`config.mk`:
```
export PLATFORM = sky130hd
export DESIGN_NAME = vme_bus_requester
export DESIGN_NICKNAME = d
export VERILOG_FILES = /design/src/rtl/vme_bus_requester.sv
export SDC_FILE = /design/constraint.sdc
export NUM_CORES = 1
export LEC_CHECK = 0
export CELL_PAD_IN_SITES_DETAIL_PLACEMENT = 1
export CELL_PAD_IN_SITES_GLOBAL_PLACEMENT = 1
export CORE_ASPECT_RATIO = 0.8
export CORE_MARGIN = 3
export CORE_UTILIZATION = 36
export CTS_CLUSTER_DIAMETER = 200
export CTS_CLUSTER_SIZE = 25
export DETAILED_ROUTE_END_ITERATION = 8
export PLACE_DENSITY_LB_ADDON = 0.1
export SYNTH_ARGS = -nofsm -noshare
export SYNTH_HDL_FRONTEND = slang
export SYNTH_SLANG_ARGS = --single-unit
export TNS_END_PERCENT = 50
```
`constraint.sdc`:
```
create_clock -name clock -period 1.9 [get_ports clock]
set_input_delay 0.285 -clock clock [delete_from_list [all_inputs] [get_ports clock]]
set_output_delay 0.285 -clock clock [all_outputs]
set_load 0.02 [all_outputs]
```
`src/rtl/vme_bus_requester.sv`:
```
// vme_bus_requester
//   VME bus requester for one request level. Drives BR on LEVEL, runs the
//   bus-grant daisy chain for all four levels, and drives BBSY while this
//   board owns the bus. Supports release-when-done (RWD) and
//   release-on-request (ROR), with a minimum BBSY hold.
//
//   Optional feature macro: VME_ARB_TIMEOUT_EN. When it is defined, a request
//   that gets no grant within GRANT_TIMEOUT cycles is abandoned.
//
// Ports (vme_* and the handshake signals are active-low):
//   clock, reset        system clock, synchronous active-high reset
//   request_vme         board wants the bus
//   transfer_busy       data transfer FSM mid-cycle (on-chip, not synchronised)
//   bus_acquired        board owns the bus
//   arb_timeout         one-cycle active-high pulse when a request is abandoned
//   vme_bus_request     BR3..BR0 drive (only bit LEVEL is ever active)
//   vme_br_in           sensed BR lines
//   vme_bus_grant_in    BG0IN..BG3IN
//   vme_bus_grant_out   BG0OUT..BG3OUT
//   vme_bbsy_out        BBSY drive
//   vme_bbsy_in         sensed BBSY
module vme_bus_requester #(
  parameter int LEVEL              = 3,
  parameter int RELEASE_ON_REQUEST = 0,
  parameter int MIN_BBSY_CYCLES    = 4,
  parameter int GRANT_TIMEOUT      = 1024
) (
  input  logic       clock,
  input  logic       reset,
  input  logic       request_vme,
  input  logic       transfer_busy,
  output logic       bus_acquired,
  output logic       arb_timeout,
  output logic [3:0] vme_bus_request,
  input  logic [3:0] vme_br_in,
  input  logic [3:0] vme_bus_grant_in,
  output logic [3:0] vme_bus_grant_out,
  output logic       vme_bbsy_out,
  input  logic       vme_bbsy_in
);

  typedef enum logic [1:0] {IDLE, REQUEST, OWNED, RELEASE} state_t;

  localparam logic [3:0] HOLD_MAX  = 4'(MIN_BBSY_CYCLES);
  localparam logic [3:0] HOLD_LAST = 4'(MIN_BBSY_CYCLES - 1);

  state_t     state, state_next;
  logic [3:0] hold, hold_next;
  logic [3:0] br_p0, br_p1, gnt_p0, gnt_p1;
  logic       bbsy_p0, bbsy_p1;
  logic [3:0] br_next, gout_next;
  logic       bbsy_next, acq_next, tmo_next;
  logic       granted, release_req;

`ifdef VME_ARB_TIMEOUT_EN
  localparam logic [15:0] TMO_LAST = 16'(GRANT_TIMEOUT - 1);
  logic [15:0] tmo_cnt, tmo_cnt_next;
  logic        rearm_block, rearm_block_next;
`else
  logic unused_cfg;
  assign unused_cfg = ^16'(GRANT_TIMEOUT);
`endif

  assign granted     = !gnt_p1[LEVEL];
  // Our own BR is already released while OWNED, so any active BR is another board.
  assign release_req = request_vme || ((RELEASE_ON_REQUEST != 0) && (br_p1 != 4'hF));

  always_comb begin
    state_next        = state;
    hold_next         = hold;
    br_next           = vme_bus_request;
    bbsy_next         = vme_bbsy_out;
    acq_next          = bus_acquired;
    tmo_next          = 1'b0;
    gout_next         = gnt_p1;
    gout_next[LEVEL]  = 1'b1;
`ifdef VME_ARB_TIMEOUT_EN
    tmo_cnt_next      = tmo_cnt;
    rearm_block_next  = rearm_block;
`endif
    case (state)
      IDLE: begin
        // Only an idle requester passes the grant down the chain.
        gout_next[LEVEL] = gnt_p1[LEVEL];
        br_next          = 4'hF;
        bbsy_next        = 1'b1;
        acq_next         = 1'b1;
`ifdef VME_ARB_TIMEOUT_EN
        tmo_cnt_next = '0;
        if (request_vme) rearm_block_next = 1'b0;
        if (!request_vme && !rearm_block) begin
`else
        if (!request_vme) begin
`endif
          state_next     = REQUEST;
          br_next[LEVEL] = 1'b0;
        end
      end
      REQUEST: begin
        if (granted && bbsy_p1) begin
          state_next = OWNED;
          bbsy_next  = 1'b0;
          br_next    = 4'hF;
          hold_next  = '0;
        end else if (request_vme) begin
          state_next = IDLE;
          br_next    = 4'hF;
        end
`ifdef VME_ARB_TIMEOUT_EN
        else if (tmo_cnt == TMO_LAST) begin
          state_next       = IDLE;
          br_next          = 4'hF;
          tmo_next         = 1'b1;
          rearm_block_next = 1'b1;
        end else begin
          tmo_cnt_next = tmo_cnt + 16'd1;
        end
`endif
      end
      OWNED: begin
        if (hold != HOLD_MAX) hold_next = hold + 4'd1;
        // hold reaching HOLD_LAST means this edge completes the minimum BBSY
        // time; bus_acquired must already have been shown for one cycle.
        if (hold >= HOLD_LAST && !bus_acquired && transfer_busy && release_req) begin
          state_next = RELEASE;
          acq_next   = 1'b1;
        end else begin
          acq_next = 1'b0;
        end
      end
      RELEASE: begin
        acq_next = 1'b1;
        // Keep BBSY until our grant input is gone so the arbiter never sees
        // BBSY drop while BGIN is still asserted.
        if (!granted) begin
          bbsy_next  = 1'b1;
          state_next = IDLE;
        end
      end
      default: state_next = IDLE;
    endcase
  end

  always_ff @(posedge clock) begin
    if (reset) begin
      state             <= IDLE;
      hold              <= '0;
      br_p0             <= 4'hF;
      br_p1             <= 4'hF;
      gnt_p0            <= 4'hF;
      gnt_p1            <= 4'hF;
      bbsy_p0           <= 1'b1;
      bbsy_p1           <= 1'b1;
      vme_bus_request   <= 4'hF;
      vme_bus_grant_out <= 4'hF;
      vme_bbsy_out      <= 1'b1;
      bus_acquired      <= 1'b1;
      arb_timeout       <= 1'b0;
`ifdef VME_ARB_TIMEOUT_EN
      tmo_cnt           <= '0;
      rearm_block       <= 1'b0;
`endif
    end else begin
      // stage p0 -> p1: two-flop synchronisers on the bus inputs
      br_p0             <= vme_br_in;
      br_p1             <= br_p0;
      gnt_p0            <= vme_bus_grant_in;
      gnt_p1            <= gnt_p0;
      bbsy_p0           <= vme_bbsy_in;
      bbsy_p1           <= bbsy_p0;
      // registered FSM state and outputs
      state             <= state_next;
      hold              <= hold_next;
      vme_bus_request   <= br_next;
      vme_bus_grant_out <= gout_next;
      vme_bbsy_out      <= bbsy_next;
      bus_acquired      <= acq_next;
      arb_timeout       <= tmo_next;
`ifdef VME_ARB_TIMEOUT_EN
      tmo_cnt           <= tmo_cnt_next;
      rearm_block       <= rearm_block_next;
`endif
    end
  end

endmodule
```
After elaboration in Yosys (flattened, before gate mapping)
Cells that the tools add are included.
W data, S select, Z words.
Storage, ports and cells
  bits in registers: 26
Operators by class
  add/subtract/negate cells: 1
  magnitude comparators: 1
  equality and inequality tests: 10
  multiplexer cells: 18
  bitwise gates (word level): 1
  reduce and logical (&&, ||, !) cells: 17
Operators with widths (count)
  $mux W4: 4
  $pmux W4 S2: 2
  $mux W2: 5
  $ne A2 B2 Y1 const B: 5
  $pmux W2 S4: 1
  $reduce_and A3 Y1: 2
  $reduce_bool A2 Y1: 3
  $add A4 B1 Y4 const B: 1
  $eq A2 B2 Y1 const B: 2
  $ge A4 B2 Y1 const B: 1
  $logic_and A1 B1 Y1: 4
  $mux W1: 4
  $ne A4 B3 Y1 const B: 1
  $reduce_and A4 Y1: 1
  $reduce_or A2 Y1: 2
  $ne A3 B3 Y1 const B: 1
  $pmux W1 S3: 1
  $reduce_bool A3 Y1: 1
  $eq A2 B1 Y1 const B: 1
  $logic_not A1 Y1: 2
  $logic_not A2 Y1: 1
  $pmux W1 S2: 1
  $reduce_and A2 Y1: 1
  $not A1 Y1: 1

Longest topological paths before layout
  depth in word-level cells: 6
  gate-level depth with buffers: 7

Least setup slack after synthesis
OpenSTA, ideal clock, no wires.
  kind: register -> register
  start: register state[0]
  end: register hold[2]
  setup time: 0.129 ns
  arrival: 1.467 ns
  setup slack: 0.304 ns
  stages on the path, launching flop included: 8
  buffers on the path: 1
  clock period less this slack: 1.596 ns
  cell sequence: dfxtp_1 inv_1 ha_1 buf_6 and4b_4 a211o_1 o21ai_1 a21oi_1
Between the ends
  longest elaborated chain between the ends: 3
RTL lines
  from (decl): line 47  | state_t state, state_next;
  from (signal assigned): line 172  | state <= state_next;
  $eq A2 B2 Y1 or $eq A2 B1 Y1 (tied branches): line 81  | case (state)
  $ne A2 B2 Y1 (no source line) or $reduce_bool A2 Y1 (tied branches)
  $reduce_and A3 Y1 (no source line)
  to (signal assigned): line 173  | hold <= hold_next;
  to (decl): line 48  | logic [3:0] hold, hold_next;
Several ways; a longest one is shown, not always the timed one.
A chain may end at the register's enable or synchronous reset.

==> run_results.csv <==
group,metric,value,unit
run_status,status,"finished, final reports clean",
yosys,ys_types,33,
cts,path_clk_slew,0.12,ns
timing,fin_crit_sh,0.875,
layout,num_antenna_cells,0,
critical_path,cp_data_required_time,2.11,ns
critical_path,path_class,"register to register",
routing,dr.pass1.iters,2,
critical_path,crit_chain,"inv_1 > ha_1 > nor2_1 > a211o_1 > o21ai_1 > a21oi_1",
yosys,syn_avg_cell_area,9.50,um2
layout,nets,145,
die,die_w,66.0,um
routing,vias,765,
cts,clock_path_buffers,2,
critical_path,endpoint_kind,"register",
layout,layout-drive-gt1-share,0.202,
routing,dr.first_iter.drc_count,18,
grt,grt_max_degree,24,
die,initial_core_util,0.401,
die,fp.dieH,54.0,um
layout,mostFrequentLayoutCells,"23 x dfxtp_1, 15 x clkdlybuf4s50_1, 13 x or2_2",
timing,hold_viol_final,0,
layout,final_cells,160,
place,place_congestion,0.793,
die,die-area,3560,um2
job,drv_cap,0,
cts,cts_buffers,3,
timing,rsz0062_at_grt,"no",
layout,fillers,315,
yosys,ys_ff_latch,23,
grt,grt_pass1_wl,3680,um
layout,area_growth,18.4,%
cts,cts_tree,"done",
hold_path,hp-class,"register to register",
die,fp-row-count,16,
timing,fin_crit,1.66,ns
layout,final_area,1230,um2
yosys,syn_area,1040,um2
grt,grt_usage,0.137,
routing,drc_errors,0,
grt,grt_pass1_vias,777,
yosys,synth_seq_area_share,0.444,
critical_path,crit_fanout,9,
pwr,p_per_area,733,nW/um2
cts,post-cts-setup-buffers,0,
place,placed_area,1200,um2
timing,fmax,602,MHz
cts,clk_latency,0.30,ns
pwr,leakagePower,0.489,nW
routing,wl,2080,um
layout,layout_commonest_cell,"dfxtp_1",
place,place_inst,156,
yosys,syn_inst,109,
cts,cts_resized,0,
timing,setup_viol,0,
die,io_pins,24,
pwr,vdd_ir_drop_max,0.000401,V
grt,grt-ovfl-total,0,
yosys,synth_warnings,0,
critical_path,slowest_delay,0.40,ns
cts,postCtsHoldBufs,0,
cts,root_buffer,"clkbuf_4",
place,io_buffers,15,
timing,tns,0,ns
routing,vias_per_cell,4.78,
place,post-dp-hpwl,1590,um
cts,clock-sinks,23,
timing,finalMaxSlewViolations,0,
cts,htree_levels,1,
layout,utilization,0.475,
routing,antenna_left,0,
critical_path,critPathSlowestCell,"ha_1",
critical_path,cp-start-kind,"register",
grt,antenna_found_initial,0,
die,fp.coreArea,2580,um2
routing,routedWlPerCell,13.0,um
critical_path,crit_arrival,1.87,ns
timing,skew,0.00374,ns
-- cells by family (layout without fill, tap and decap cells) --
kind of cell               after synthesis  after routing  share of synthesized area
buffers and inverters                   15             28                     0.0773
DFF                                     23             23                      0.444
muxes                                    2              2                     0.0205
adders and majority gates                7              7                     0.0845
other                                    2              4                    0.00725
AOI/OAI and AO/OA                       16             16                      0.122
and+or+nand+nor                         44             44                      0.244
-- cells in the mapped netlist --
library cell | number | share of area
a211o_1 | 1 | 0.0085
a211oi_4 | 1 | 0.019
a21oi_1 | 5 | 0.024
a221oi_1 | 1 | 0.0085
a32oi_2 | 1 | 0.016
and2_1 | 1 | 0.0060
and4b_4 | 1 | 0.013
buf_2 | 1 | 0.0048
buf_4 | 4 | 0.029
buf_6 | 1 | 0.011
clkbuf_1 | 2 | 0.0072
conb_1 | 2 | 0.0072
dfxtp_1 | 23 | 0.44
ha_1 | 7 | 0.085
inv_1 | 7 | 0.025
mux2_2 | 1 | 0.011
mux2i_1 | 1 | 0.0097
nand2_1 | 7 | 0.025
nand2b_1 | 4 | 0.024
nand2b_4 | 1 | 0.013
nand3_1 | 5 | 0.024
nand4_1 | 1 | 0.0060
nand4b_1 | 1 | 0.0085
nor2_1 | 7 | 0.025
nor2b_1 | 1 | 0.0060
nor3_1 | 1 | 0.0048
o21ai_0 | 1 | 0.0048
o21ai_1 | 3 | 0.014
o22ai_1 | 1 | 0.0060
o311ai_1 | 1 | 0.0085
o31ai_2 | 1 | 0.012
or2_2 | 13 | 0.079
or3b_2 | 1 | 0.0085
-- final cells by class --
| cell class | instances | area, um2 | area share |
|---|---|---|---|
| Clock buffer | 4 | 26.3 | 0.0214 |
| Inverter | 7 | 26.3 | 0.0214 |
| Multi-Input combinational cell | 73 | 503 | 0.410 |
| Sequential cell | 23 | 460 | 0.376 |
| Tap cell | 36 | 45.0 | 0.0367 |
| Timing Repair Buffer | 17 | 165 | 0.135 |
-- power by group --
part,internal [mW],switching (mW)
Combinational,0.0733,0.0888
Sequential,0.503,0.0127
Clock,0.0818,0.140
Total,0.658,0.241
-- registers in the layout, indices dropped and copies added (netlist names), named ones only --
signal and flops:
gnt_p0 4, gnt_p1 4, hold 4, vme_bus_grant_out 4
bbsy_p0 1, bbsy_p1 1, bus_acquired 1, state 1
vme_bbsy_out 1, vme_bus_request 1
-- through the flow --
| stage | power [mW] | hold slack (ns) | setup slack [ns] |
|---|---|---|---|
| 2_1_floorplan | 0.637 | 0.389 | 0.304 |
| 3_3_place_gp | 0.681 | 0.392 | 0.269 |
| 3_5_place_dp | 0.691 | 0.397 | 0.181 |
| 4_1_cts | 0.918 | 0.421 | 0.216 |
| 5_1_grt | 0.962 | 0.433 | 0.0931 |
| 6_report | 0.899 | 0.418 | 0.238 |
-- worst max-delay path, delay by kind of cell (launching register included) --
family                     cells  cell delay [ns]
DFF                            1             0.36
and+or+nand+nor                1             0.15
AOI/OAI and AO/OA              3             0.55
buffers and inverters          1             0.11
adders and majority gates      1             0.40
-- worst paths after layout --
path              startpoint        end  slack [ns]  cells after the start
hold reg to reg    gnt_p0[0]  gnt_p1[0]        0.42                      1
hold / removal     gnt_p0[0]  gnt_p1[0]        0.42                      1
setup / recovery    register    hold[2]        0.24                      6
setup reg to reg    register    hold[2]        0.24                      6
-- per-layer routing --
metal	vias up	GRT usage	wire length, um
met5	-	0	0
met4	0	0.0338	13
met3	2	0.0480	92
met2	14	0.243	1070
met1	368	0.159	904
li1	381	-	-
(Power assumes the default switching activity.)
==> RTL edit 1: new RTL, same flow settings <==
Take the reset off `hold` and load it in a clocked block of its own.
--- a/src/rtl/vme_bus_requester.sv
+++ b/src/rtl/vme_bus_requester.sv
@@ -146,3 +146,2 @@
       state             <= IDLE;
-      hold              <= '0;
       br_p0             <= 4'hF;
@@ -172,3 +171,2 @@
       state             <= state_next;
-      hold              <= hold_next;
       vme_bus_request   <= br_next;
@@ -185,2 +183,6 @@
 
+  always_ff @(posedge clock) begin
+    hold <= hold_next;
+  end
+
 endmodule
Behaviour: same outputs for any inputs over 10 cycles, from zero or initial values and one cycle with reset high; that may be too few to reach the edited logic, so the function may still have changed.
==> RTL edit 1 against the original RTL <==
Design area is 0.20% lower; final cell count is 7.5% lower; combinational power is 12% higher; area after synthesis is 3.3% lower; power is 5.5% higher; worst hold slack better by 0.0031 ns; worst setup slack worse by 0.031 ns; sequential cell count stayed put; wire length is 12% lower; critical path type unchanged; largest cell class is now flip-flops and latches.
==> RTL edit 1: results (changes against the original RTL) <==
* Worst-path fanout max at 5 (-4)
* Global-route wire length before repair at 3170 um (-14%)
* Post-Place Cells at 144 (-7.7%)
* M1 GR Usage at 0.133 (-0.0265)
* Post-synthesis sequential area ratio at 0.499 (+0.0549)
* Vias per inst at 4.57 (-4.3%)
* Clk root buf: clkbuf_4
* Layout cell share with drive strength beyond 1 at 0.214 (+0.0127)
* Gate Count Post-Synth at 93 (-15%)
* Final nets at 134 (-7.6%)
* # Post-CTS Setup Buffers at 0 (unchanged)
* Wire length on met3 at 83 um (-9.8%)
* Non-filler instance count after layout at 148 (-7.5%)
* Max stage delay on crit path at 0.44 ns (+0.04 ns)
* Fillers at 293 (-7.0%)
* 1st-iter DRT viols at 33 (+15)
* YS warnings at 0 (unchanged)
* Vias in the first global route at 742 (-4.5%)
* H-Tree Depth at 1 (unchanged)
* Antenna violations before repair at 0 (unchanged)
* Slowest CP cell: dfxtp_1
* Met3 GRT Util at 0.0446 (-0.00343)
* Status: complete, no violations
* Inserted Clock Buffers at 3 (unchanged)
* GRT met2 Usage at 0.222 (-0.0205)
* Commonest cells post-synth: dfxtp_1, or2_2, ha_1, inv_1, nor2_1
* Leakage power at 0.492 nW (+0.52%)
* Pint at 0.000701 W (+6.6%)
* Cts repair resizes at 0 (unchanged)
* Max IR drop VDD at 0.459 mV (+14%)
* Synth Flop Type: dfxtp_1
* Global router's overall resource usage at 0.120 (-0.0169)
* Ant. Diodes at 0 (unchanged)
* Asr flop ratio synth at 0 (unchanged)
* Uppermost layer routed: met3
* DP HPWL at 1430 um (-9.9%)
* Worst Skew at 0.00355 ns (-0.000192 ns)
* Detailed Route WL at 1820 um (-12%)
* CP delay by family, top: compound AO/OA/AOI/OAI gates
* Clock slew seen by the registers of the worst setup and hold paths at 0.12 ns (about the same)
* Synth top area share at 0.380 (-0.0649)
* Routed met2 length at 921 um (-14%)
* Max_slew headroom at 0.666
* PortBufs at 15 (unchanged)
* Met1 WL at 817 um (-9.6%)
* Top post-synthesis cells by area: dfxtp_1, edfxtp_1, ha_1
* Largest net degree at the start of global routing at 19 (-21%)
* GPL Wtd Cong at 0.745 (-6.1%)
* Post-synth cell types at 30 (-9.1%)
* Longest Clk Path Bufs at 2 (unchanged)
* Detailed Routing Iterations Pass 1 at 3 (+1)
* Clk_lat worst skew at 0.30 ns (about the same)
* Crit path DAT at 1.92 ns (+0.05 ns)
* Min-delay worst type: flop to flop
* Post-synth EDFFs at 4 (+4)
==> RTL edit 1: cell types whose count changed after synthesis, sizes merged, moves of 2 or more <==
cell    unedited run  this run
nand3              5         2
nand2b             5         3
o21ai              4         2
a21oi              5         2
nand2              7         2
edfxtp             0         4
nor3               1         3
dfxtp             23        19
buf                6         4
nor2b              1         3
==> RTL edit 1: final timing paths <==
path	depth (start not counted)	endpoint	slack, ns	from
max	5	state[0]$_SDFFE_PP0P_	0.21	state[0]$_SDFFE_PP0P_
max reg2reg	5	state[0]$_SDFFE_PP0P_	0.21	state[0]$_SDFFE_PP0P_
min	1	vme_bus_grant_out[2]$_SDFF_PP1_	0.42	gnt_p1[2]$_SDFF_PP1_
min reg2reg	1	vme_bus_grant_out[2]$_SDFF_PP1_	0.42	gnt_p1[2]$_SDFF_PP1_
==> RTL edit 1: area by class of cell <==
cell class / count / area, um^2 / area share
multi-input combinational: 61 / 457 / 0.373
timing repair buffer: 18 / 173 / 0.141
clock buffer: 4 / 26.3 / 0.0215
inverter: 6 / 22.5 / 0.0184
sequential: 23 / 500 / 0.409
tap: 36 / 45.0 / 0.0368
==> RTL edit 1: worst reg2reg max path: stages (launching register included) <==
cell,delay [ns]
dfxtp_1,0.44
inv_1,0.14
ha_1,0.31
a221oi_4,0.36
o21ai_2,0.10
a221oi_2,0.27
==> RTL edit 1: logic make-up (layout without fill, tap and decap cells) <==
group | count (synthesis) | count (layout) | synth area share
buffers and inverters | 11 | 28 | 0.0562
other | 2 | 4 | 0.00749
adders and majority gates | 8 | 8 | 0.0999
muxes | 1 | 1 | 0.00999
AOI/OAI and AO/OA | 11 | 11 | 0.106
and+or+nand+nor | 35 | 35 | 0.204
DFF | 23 | 23 | 0.499
xor gates and xnor gates | 2 | 2 | 0.0175
==> RTL edit 1: metrics by stage <==
| step | area, um^2 | hold slack, ns | setup WS [ns] | total power [W] |
|---|---|---|---|---|
| 2_1_floorplan | 1010 | 0.389 | 0.342 | 0.000677 |
| 3_3_place_gp | 1190 | 0.392 | 0.148 | 0.000733 |
| 3_5_place_dp | 1190 | 0.394 | 0.124 | 0.000740 |
| 4_1_cts | 1220 | 0.424 | 0.152 | 0.000965 |
| 5_1_grt | 1220 | 0.435 | 0.0636 | 0.00101 |
| 6_report | 1220 | 0.421 | 0.207 | 0.000949 |
==> RTL edit 1: power by group through the flow <==
stage / clock network [W] / logic (W) / registers, W
after CTS: 0.000234 / 0.000182 / 0.000549
after global routing: 0.000257 / 0.000201 / 0.000553
after global placement: 0 / 0.000176 / 0.000557
final: 0.000219 / 0.000181 / 0.000548
after detailed placement: 0 / 0.000181 / 0.000560
after floorplan: 0 / 0.000113 / 0.000565
==> RTL edit 2: new RTL, same flow settings <==
Made on the original files. Build with the macro `VME_ARB_TIMEOUT_EN` defined.
--- a/src/rtl/vme_bus_requester.sv
+++ b/src/rtl/vme_bus_requester.sv
@@ -21,2 +21,4 @@
 //   vme_bbsy_in         sensed BBSY
+`define VME_ARB_TIMEOUT_EN
+
 module vme_bus_requester #(
Formal check against the unedited RTL: no difference found for any inputs over 10 cycles, from zero or initial values and one cycle with reset high; that may be too few to reach the edited logic, so the function may still have changed.
==> RTL edit 2 against the original RTL <==
Worst setup slack worse by 0.12 ns; clock skew down 0.0011 ns; count of clock-buffer cells in the layout up 1; wire length up 140%; utilization up 1.7 points; global-route usage up 3.9 points; non-clock buffer count up 26; worst hold slack worse by 0.0044 ns; clock power rose to 3.2 times the old value; design area up 100%; area after synthesis up 87%; sequential cell count up 18; power up 110%; highest routed layer unchanged.
==> RTL edit 2: results (changes against the original RTL) <==
* Max IR drop VDD at 0.392 mV (-2.4%)
* Gate Count Post-Synth at 213 (+95%)
* Pre-CTS worst setup slack at -0.111 ns (-0.292 ns)
* Vias in the first global route at 1,782 (+130%)
* Fillers at 600 (+90%)
* Worst Skew at 0.00266 ns (-0.00108 ns)
* Post-route cell area at 2500 um^2 (+100%)
* Multi-input logic area at 1100 um^2 (+120%)
* Clock share of power at 0.373 (+0.127)
* Clk root buf: clkbuf_8
* Sw frac at 0.260 (-0.00851)
* Status: complete, no violations
* Row count at 23 (+7)
* Global-route wire length before repair at 8610 um (+130%)
* Worst-path fanout max at 6 (-3)
* Clock-cell share at 0.0460 (+0.0245)
* WL/cell at 15.9 um (+23%)
* Synth Area in XOR/XNOR at 0.0587 (+0.0587)
* Post-Place Cells at 310 (+99%)
* Non-clock buffer total of the final layout at 43 (+26)
* DR vias at 1,676 (+120%)
* CP delay by family, top: simple AND/OR/NAND/NOR gates
* Sequential cell count at 41 (+78%)
* Multi-input combinational cell count at 157 (+120%)
* Largest net degree at the start of global routing at 26 (+8.3%)
* Post-Synth Adder-Cell Area at 0.0580 (-0.0265)
* Signal buf overhead at 0.145 (+0.0102)
* Net switching power at 0.000496 W (+110%)
* Hold wc startpoint: gnt_p1[0]$_SDFF_PP1_
* Slowest CP cell: or4_1
* Comb pwr share at 0.151 (-0.029)
* Count of non-CTS inverters in the layout at 8 (+1)
* Detailed Route WL at 5080 um (+140%)
* Leakage power at 0.900 nW (+84%)
* H-Tree Depth at 2 (+1)
* Cts repair resizes at 1 (+1)
[RTL edit 2: cell count changes after synthesis, moves of 6 or more]
cell,before,now
a21oi_1,5,11
nand2_1,7,14
nand4_1,1,7
xnor2_1,0,9
dfxtp_1,23,41
nor2_1,7,21
o21ai_0,1,8
[RTL edit 2: through the flow]
step	TNS [ns]	hold slack (ns)
2_1_floorplan	0	0.384
3_3_place_gp	-0.0645	0.391
3_5_place_dp	-0.490	0.395
4_1_cts	0	0.415
5_1_grt	0	0.428
6_report	0	0.414
[RTL edit 2: metal layers]
layer  share of wire  up-vias
met5               0        -
met4           0.018        0
met3           0.032       10
met2            0.49       26
met1            0.46      818
li1                -      822
[RTL edit 2: path summary, 6_finish.rpt]
path,end,slack (ns),cells past startpoint
max reg2reg,tmo_cnt[15]$_SDFFE_PP0P_,0.12,8
max,tmo_cnt[15]$_SDFFE_PP0P_,0.12,8
min reg2reg,vme_bus_grant_out[0]$_SDFF_PP1_,0.41,1
min,vme_bus_grant_out[0]$_SDFF_PP1_,0.41,1
